[config.mk]
export PLATFORM = sky130hd
export DESIGN_NAME = load_store_unit
export DESIGN_NICKNAME = d
export VERILOG_FILES = /design/src/rtl/load_store_unit.sv
export SDC_FILE = /design/constraint.sdc
export NUM_CORES = 1
export LEC_CHECK = 0
export BUFFER_PORTS_ARGS = -buffer_cell sky130_fd_sc_hd__buf_4
export CORE_ASPECT_RATIO = 1.75
export CORE_MARGIN = 1
export CORE_UTILIZATION = 54
export CTS_BUF_LIST = sky130_fd_sc_hd__clkbuf_4
export CTS_CLUSTER_SIZE = 14
export DETAILED_ROUTE_END_ITERATION = 8
export PLACE_DENSITY = 0.95
export SLEW_MARGIN = 20
export SYNTH_ARGS = -nofsm -noshare
export SYNTH_HDL_FRONTEND = slang
export SYNTH_SLANG_ARGS = --single-unit
[constraint.sdc]
create_clock -name clock -period 2.53 [get_ports clock]
set_input_delay 0.253 -clock clock [delete_from_list [all_inputs] [get_ports clock]]
set_output_delay 0.253 -clock clock [all_outputs]
set_load 0.005 [all_outputs]
[src/rtl/load_store_unit.sv]
// Per-thread load/store unit: issues one LDR/STR to data memory per REQUEST and returns load data for UPDATE.
// Latency: REQUEST -> REQUESTING -> WAITING (valid up) -> DONE on the edge after ready; minimum 3 cycles.
module load_store_unit #(
  parameter int ADDR_BITS      = 8,
  parameter int DATA_BITS      = 8,
  parameter int TIMEOUT_CYCLES = 255
) (
  input  logic                 clock,
  input  logic                 reset,
  input  logic                 enable,
  input  logic [2:0]           core_state,
  input  logic                 decoded_mem_read_enable,
  input  logic                 decoded_mem_write_enable,
  input  logic [7:0]           rs,
  input  logic [7:0]           rt,
  output logic                 mem_read_valid,
  output logic [ADDR_BITS-1:0] mem_read_address,
  input  logic                 mem_read_ready,
  input  logic [DATA_BITS-1:0] mem_read_data,
  output logic                 mem_write_valid,
  output logic [ADDR_BITS-1:0] mem_write_address,
  output logic [DATA_BITS-1:0] mem_write_data,
  input  logic                 mem_write_ready,
  output logic [1:0]           lsu_state,
  output logic [DATA_BITS-1:0] lsu_out,
  output logic                 lsu_error
);

  typedef enum logic [1:0] {
    IDLE       = 2'b00,
    REQUESTING = 2'b01,
    WAITING    = 2'b10,
    DONE       = 2'b11
  } lsu_state_t;

  localparam logic [2:0] CORE_REQUEST = 3'b011;
  localparam logic [2:0] CORE_UPDATE  = 3'b110;
  localparam int         CNT_W        = $clog2(TIMEOUT_CYCLES + 1);
  localparam logic [CNT_W-1:0] CNT_LAST = CNT_W'(TIMEOUT_CYCLES - 1);

  lsu_state_t           state_q, state_d;
  logic                 is_read_q, is_read_d;
  logic                 rvld_q, rvld_d;
  logic                 wvld_q, wvld_d;
  logic [ADDR_BITS-1:0] addr_q, addr_d;
  logic [DATA_BITS-1:0] wdat_q, wdat_d;
  logic [DATA_BITS-1:0] out_q, out_d;
  logic                 err_q, err_d;
  logic [CNT_W-1:0]     cnt_q, cnt_d;

  always_ff @(posedge clock) begin
    if (reset) begin
      state_q   <= IDLE;
      is_read_q <= 1'b0;
      rvld_q    <= 1'b0;
      wvld_q    <= 1'b0;
      addr_q    <= '0;
      wdat_q    <= '0;
      out_q     <= '0;
      err_q     <= 1'b0;
      cnt_q     <= '0;
    end else if (enable) begin
      state_q   <= state_d;
      is_read_q <= is_read_d;
      rvld_q    <= rvld_d;
      wvld_q    <= wvld_d;
      addr_q    <= addr_d;
      wdat_q    <= wdat_d;
      out_q     <= out_d;
      err_q     <= err_d;
      cnt_q     <= cnt_d;
    end
  end

  always_comb begin
    state_d   = state_q;
    is_read_d = is_read_q;
    rvld_d    = rvld_q;
    wvld_d    = wvld_q;
    addr_d    = addr_q;
    wdat_d    = wdat_q;
    out_d     = out_q;
    err_d     = err_q;
    cnt_d     = cnt_q;
    unique case (state_q)
      IDLE: begin
        // A simultaneous read and write request resolves to the read.
        if (core_state == CORE_REQUEST &&
            (decoded_mem_read_enable || decoded_mem_write_enable)) begin
          state_d   = REQUESTING;
          is_read_d = decoded_mem_read_enable;
        end
      end
      REQUESTING: begin
        addr_d  = rs[ADDR_BITS-1:0];
        cnt_d   = '0;
        state_d = WAITING;
        if (is_read_q) begin
          rvld_d = 1'b1;
        end else begin
          wvld_d = 1'b1;
          wdat_d = rt[DATA_BITS-1:0];
        end
      end
      WAITING: begin
        if (rvld_q && mem_read_ready) begin
          out_d   = mem_read_data;
          rvld_d  = 1'b0;
          state_d = DONE;
        end else if (wvld_q && mem_write_ready) begin
          wvld_d  = 1'b0;
          state_d = DONE;
        end else if (cnt_q == CNT_LAST) begin
          // Abort: the counter stops here, so it can never wrap.
          rvld_d  = 1'b0;
          wvld_d  = 1'b0;
          err_d   = 1'b1;
          state_d = DONE;
          if (is_read_q) out_d = '1;
        end else begin
          cnt_d = cnt_q + 1'b1;
        end
      end
      DONE: begin
        if (core_state == CORE_UPDATE) state_d = IDLE;
      end
      default: state_d = IDLE;
    endcase
  end

  assign mem_read_valid    = rvld_q;
  assign mem_read_address  = addr_q;
  assign mem_write_valid   = wvld_q;
  assign mem_write_address = addr_q;
  assign mem_write_data    = wdat_q;
  assign lsu_state         = state_q;
  assign lsu_out           = out_q;
  assign lsu_error         = err_q;

endmodule

==> reports/qor.txt <==
CP delay by family, top: simple AND/OR/NAND/NOR gates
Synth area leader: dfxtp_1
area delta synth->final: 31.2%
critical path launch point: lsu_state[0]
Crit Path Max Fanout: 12
number of global-route vias before repair: 1720
Slowest Stage Delay on Critical Path: 520 ps
worst slew pin tran: 451 ps
minimum clock period: 2050 ps
pin count of the biggest net entering global routing: 25
Primary FF master, synth: dfxtp_1
GRT Total Usage: 27.0%
CP max-delay cell: or4_1
share of layout cells above drive strength 1: 30.7%
worst path cell trace: inv_1 -> ha_1 -> a21boi_4 -> nand4_2 -> or4_1 -> o21ai_1
syn nets: 261
Max Slew Vio Count: 0
Final Hold Vio Count: 0
hold path cells: 3
Die Height: 79.4 um
initial antenna violation count: 0
relative slew slack: 69.9%
Max Freq: 0.488 GHz
Mapped Avg Cell Area: 8.41 um^2
RSZ-0062 raised after global routing: false
Synth Instances: 220
antenna violation net count after detailed routing: 0
die area: 3670 um^2
area share of the largest cell type after synthesis: 41.1%
fin area: 2430 um^2
Final GP Congestion: 0.837
wire per inst: 14.9 um
Crit Path Class: flip-flop to flip-flop
fin crit share: 81.1%
H-tree depth: 2
WP buf/inv: 1
Clock Skew: 7.45 ps
R2R Path Start: lsu_state[0]
min-delay src: rt[5]
Fin Hold WS: 139 ps
Yosys Warn Count: 0
drt drc: 0
leak pwr: 1.00 nW
CP required: 2820 ps
ys async rst share: 0%
Starting Density: 57.7%
DRT iter0 DRCs: 72
Mapped Area: 1850 um^2
Clock Tree Buf Depth: 2
startpoint types: flip-flop
first-pass GRT wire length: 7.17 mm
CP Depth: 6
post-CTS sizing: 0
dpl cell area: 2320 um^2
Ports: 71
clk sinks: 38
detailed-route via count: 1829
CTS buffer count: 5
antenna diode instance count: 0
Die W: 46.3 um
Post-synth top cells: nand2_1, dfxtp_1, a21oi_1
Post-DP HPWL: 3.60 mm
clk_lat worst skew: 350 ps
pwr dens: 519 nW/um^2
vias per inst: 5.61
fill count: 228
CTS clk-pin slew, worst paths: 120 ps
max cap viols: 0
Seq cells post-synth: 38
endpoint class of the critical path: flip-flop
VDD IR max: 435 uV
# rows: 27
port buffer count: 70
Root Buffer: clkbuf_4
Final nets: 323
count leader, synth: nand2_1
Core Box Area: 3210 um^2
CTS tree: built
sequential area share after synthesis: 41.1%
worst-case reg-to-reg path depth: 6
number of synthesized flops with an enable pin: 0
CP arrival: 2340 ps
post-CTS setup buffers: 0
drt first pass iters: 5
status: complete, no violations
hold crit path type: input port to flip-flop
Final setup viols: 0
Tot Pwr: 1.26 mW
Post-Route WL: 4.86 mm
Yosys cell types: 48
gr ovfl total: 0
Hold-fix buffers, CTS: 0
top post-synthesis cells by area: dfxtp_1, nand2_1, a21oi_1
setup_tns: 0 ps
-- tightest hold or removal path: cells and delay by family --
family / cells / cell delay (ps)
buf+inv: 1 / 110
simple gates: 1 / 40
compound gates: 1 / 50
-- layout make-up --
cell class	count	area, um^2	area share (%)
flip-flops and latches	38	761	31.3
multi-input cells	151	922	38.0
inverters	16	60.1	2.47
clock buffers	5	37.5	1.55
repair buffers	70	526	21.6
clock inverters	3	68.8	2.83
well taps	43	53.8	2.22
-- path summary, 6_finish.rpt --
check | slack [ps] | endpoint
max | 480 | cnt_q[3]
min | 140 | mem_write_data[5]
max reg2reg | 480 | cnt_q[3]
min reg2reg | 460 | lsu_out[4]
-- per-stage QoR --
stage          setup slack (ps)  std cells  utilization (%)
2_1_floorplan               851        220                -
3_3_place_gp                607        318             72.4
3_5_place_dp                528        318             72.4
4_1_cts                     506        326             75.7
5_1_grt                     323        326             75.7
6_report                    479        326             75.7
-- where the power goes --
part | switching [mW] | internal [mW] | leakage, nW
logic | 0.0594 | 0.0653 | 0.639
clock network | 0.211 | 0.309 | 0.0554
registers | 0.00795 | 0.607 | 0.306
-- metal layers --
metal	vias to the layer above	GRT usage (%)	part of all wire, %
met5	-	0	0
met4	0	13.8	2.1
met3	10	7.24	6.0
met2	91	51.0	56
met1	838	23.7	36
li1	890	-	-
-- cells by family after synthesis --
family / synth area share, %
muxes: 1.15
AOI/OAI and AO/OA: 23.4
DFF: 41.1
and+or+nand+nor: 20.6
adders and majority gates: 4.73
buffers and inverters: 9.06
-- cell usage in the layout (no fill, tap or decap), types with 3 or more instances in the layout --
master,synthesis,routed
ha_1,7,7
buf_4,8,70
nand3b_1,3,3
inv_1,16,16
nor2_1,8,8
dfxtp_1,38,38
a21oi_1,27,27
nand3_1,4,4
and2_1,3,3
o21ai_0,11,11
clkbuf_4,0,5
a221oi_1,3,3
nand2_1,43,43
nor3_1,3,3
-- registers in the layout (all words and copies together) (netlist names) --
register	cells
cnt_q	8
is_read_q	1
lsu_error	1
lsu_out	8
lsu_state	2
mem_read_address	8
mem_read_valid	1
mem_write_data	8
mem_write_valid	1
Note: power is estimated with default switching activity, not from simulation.
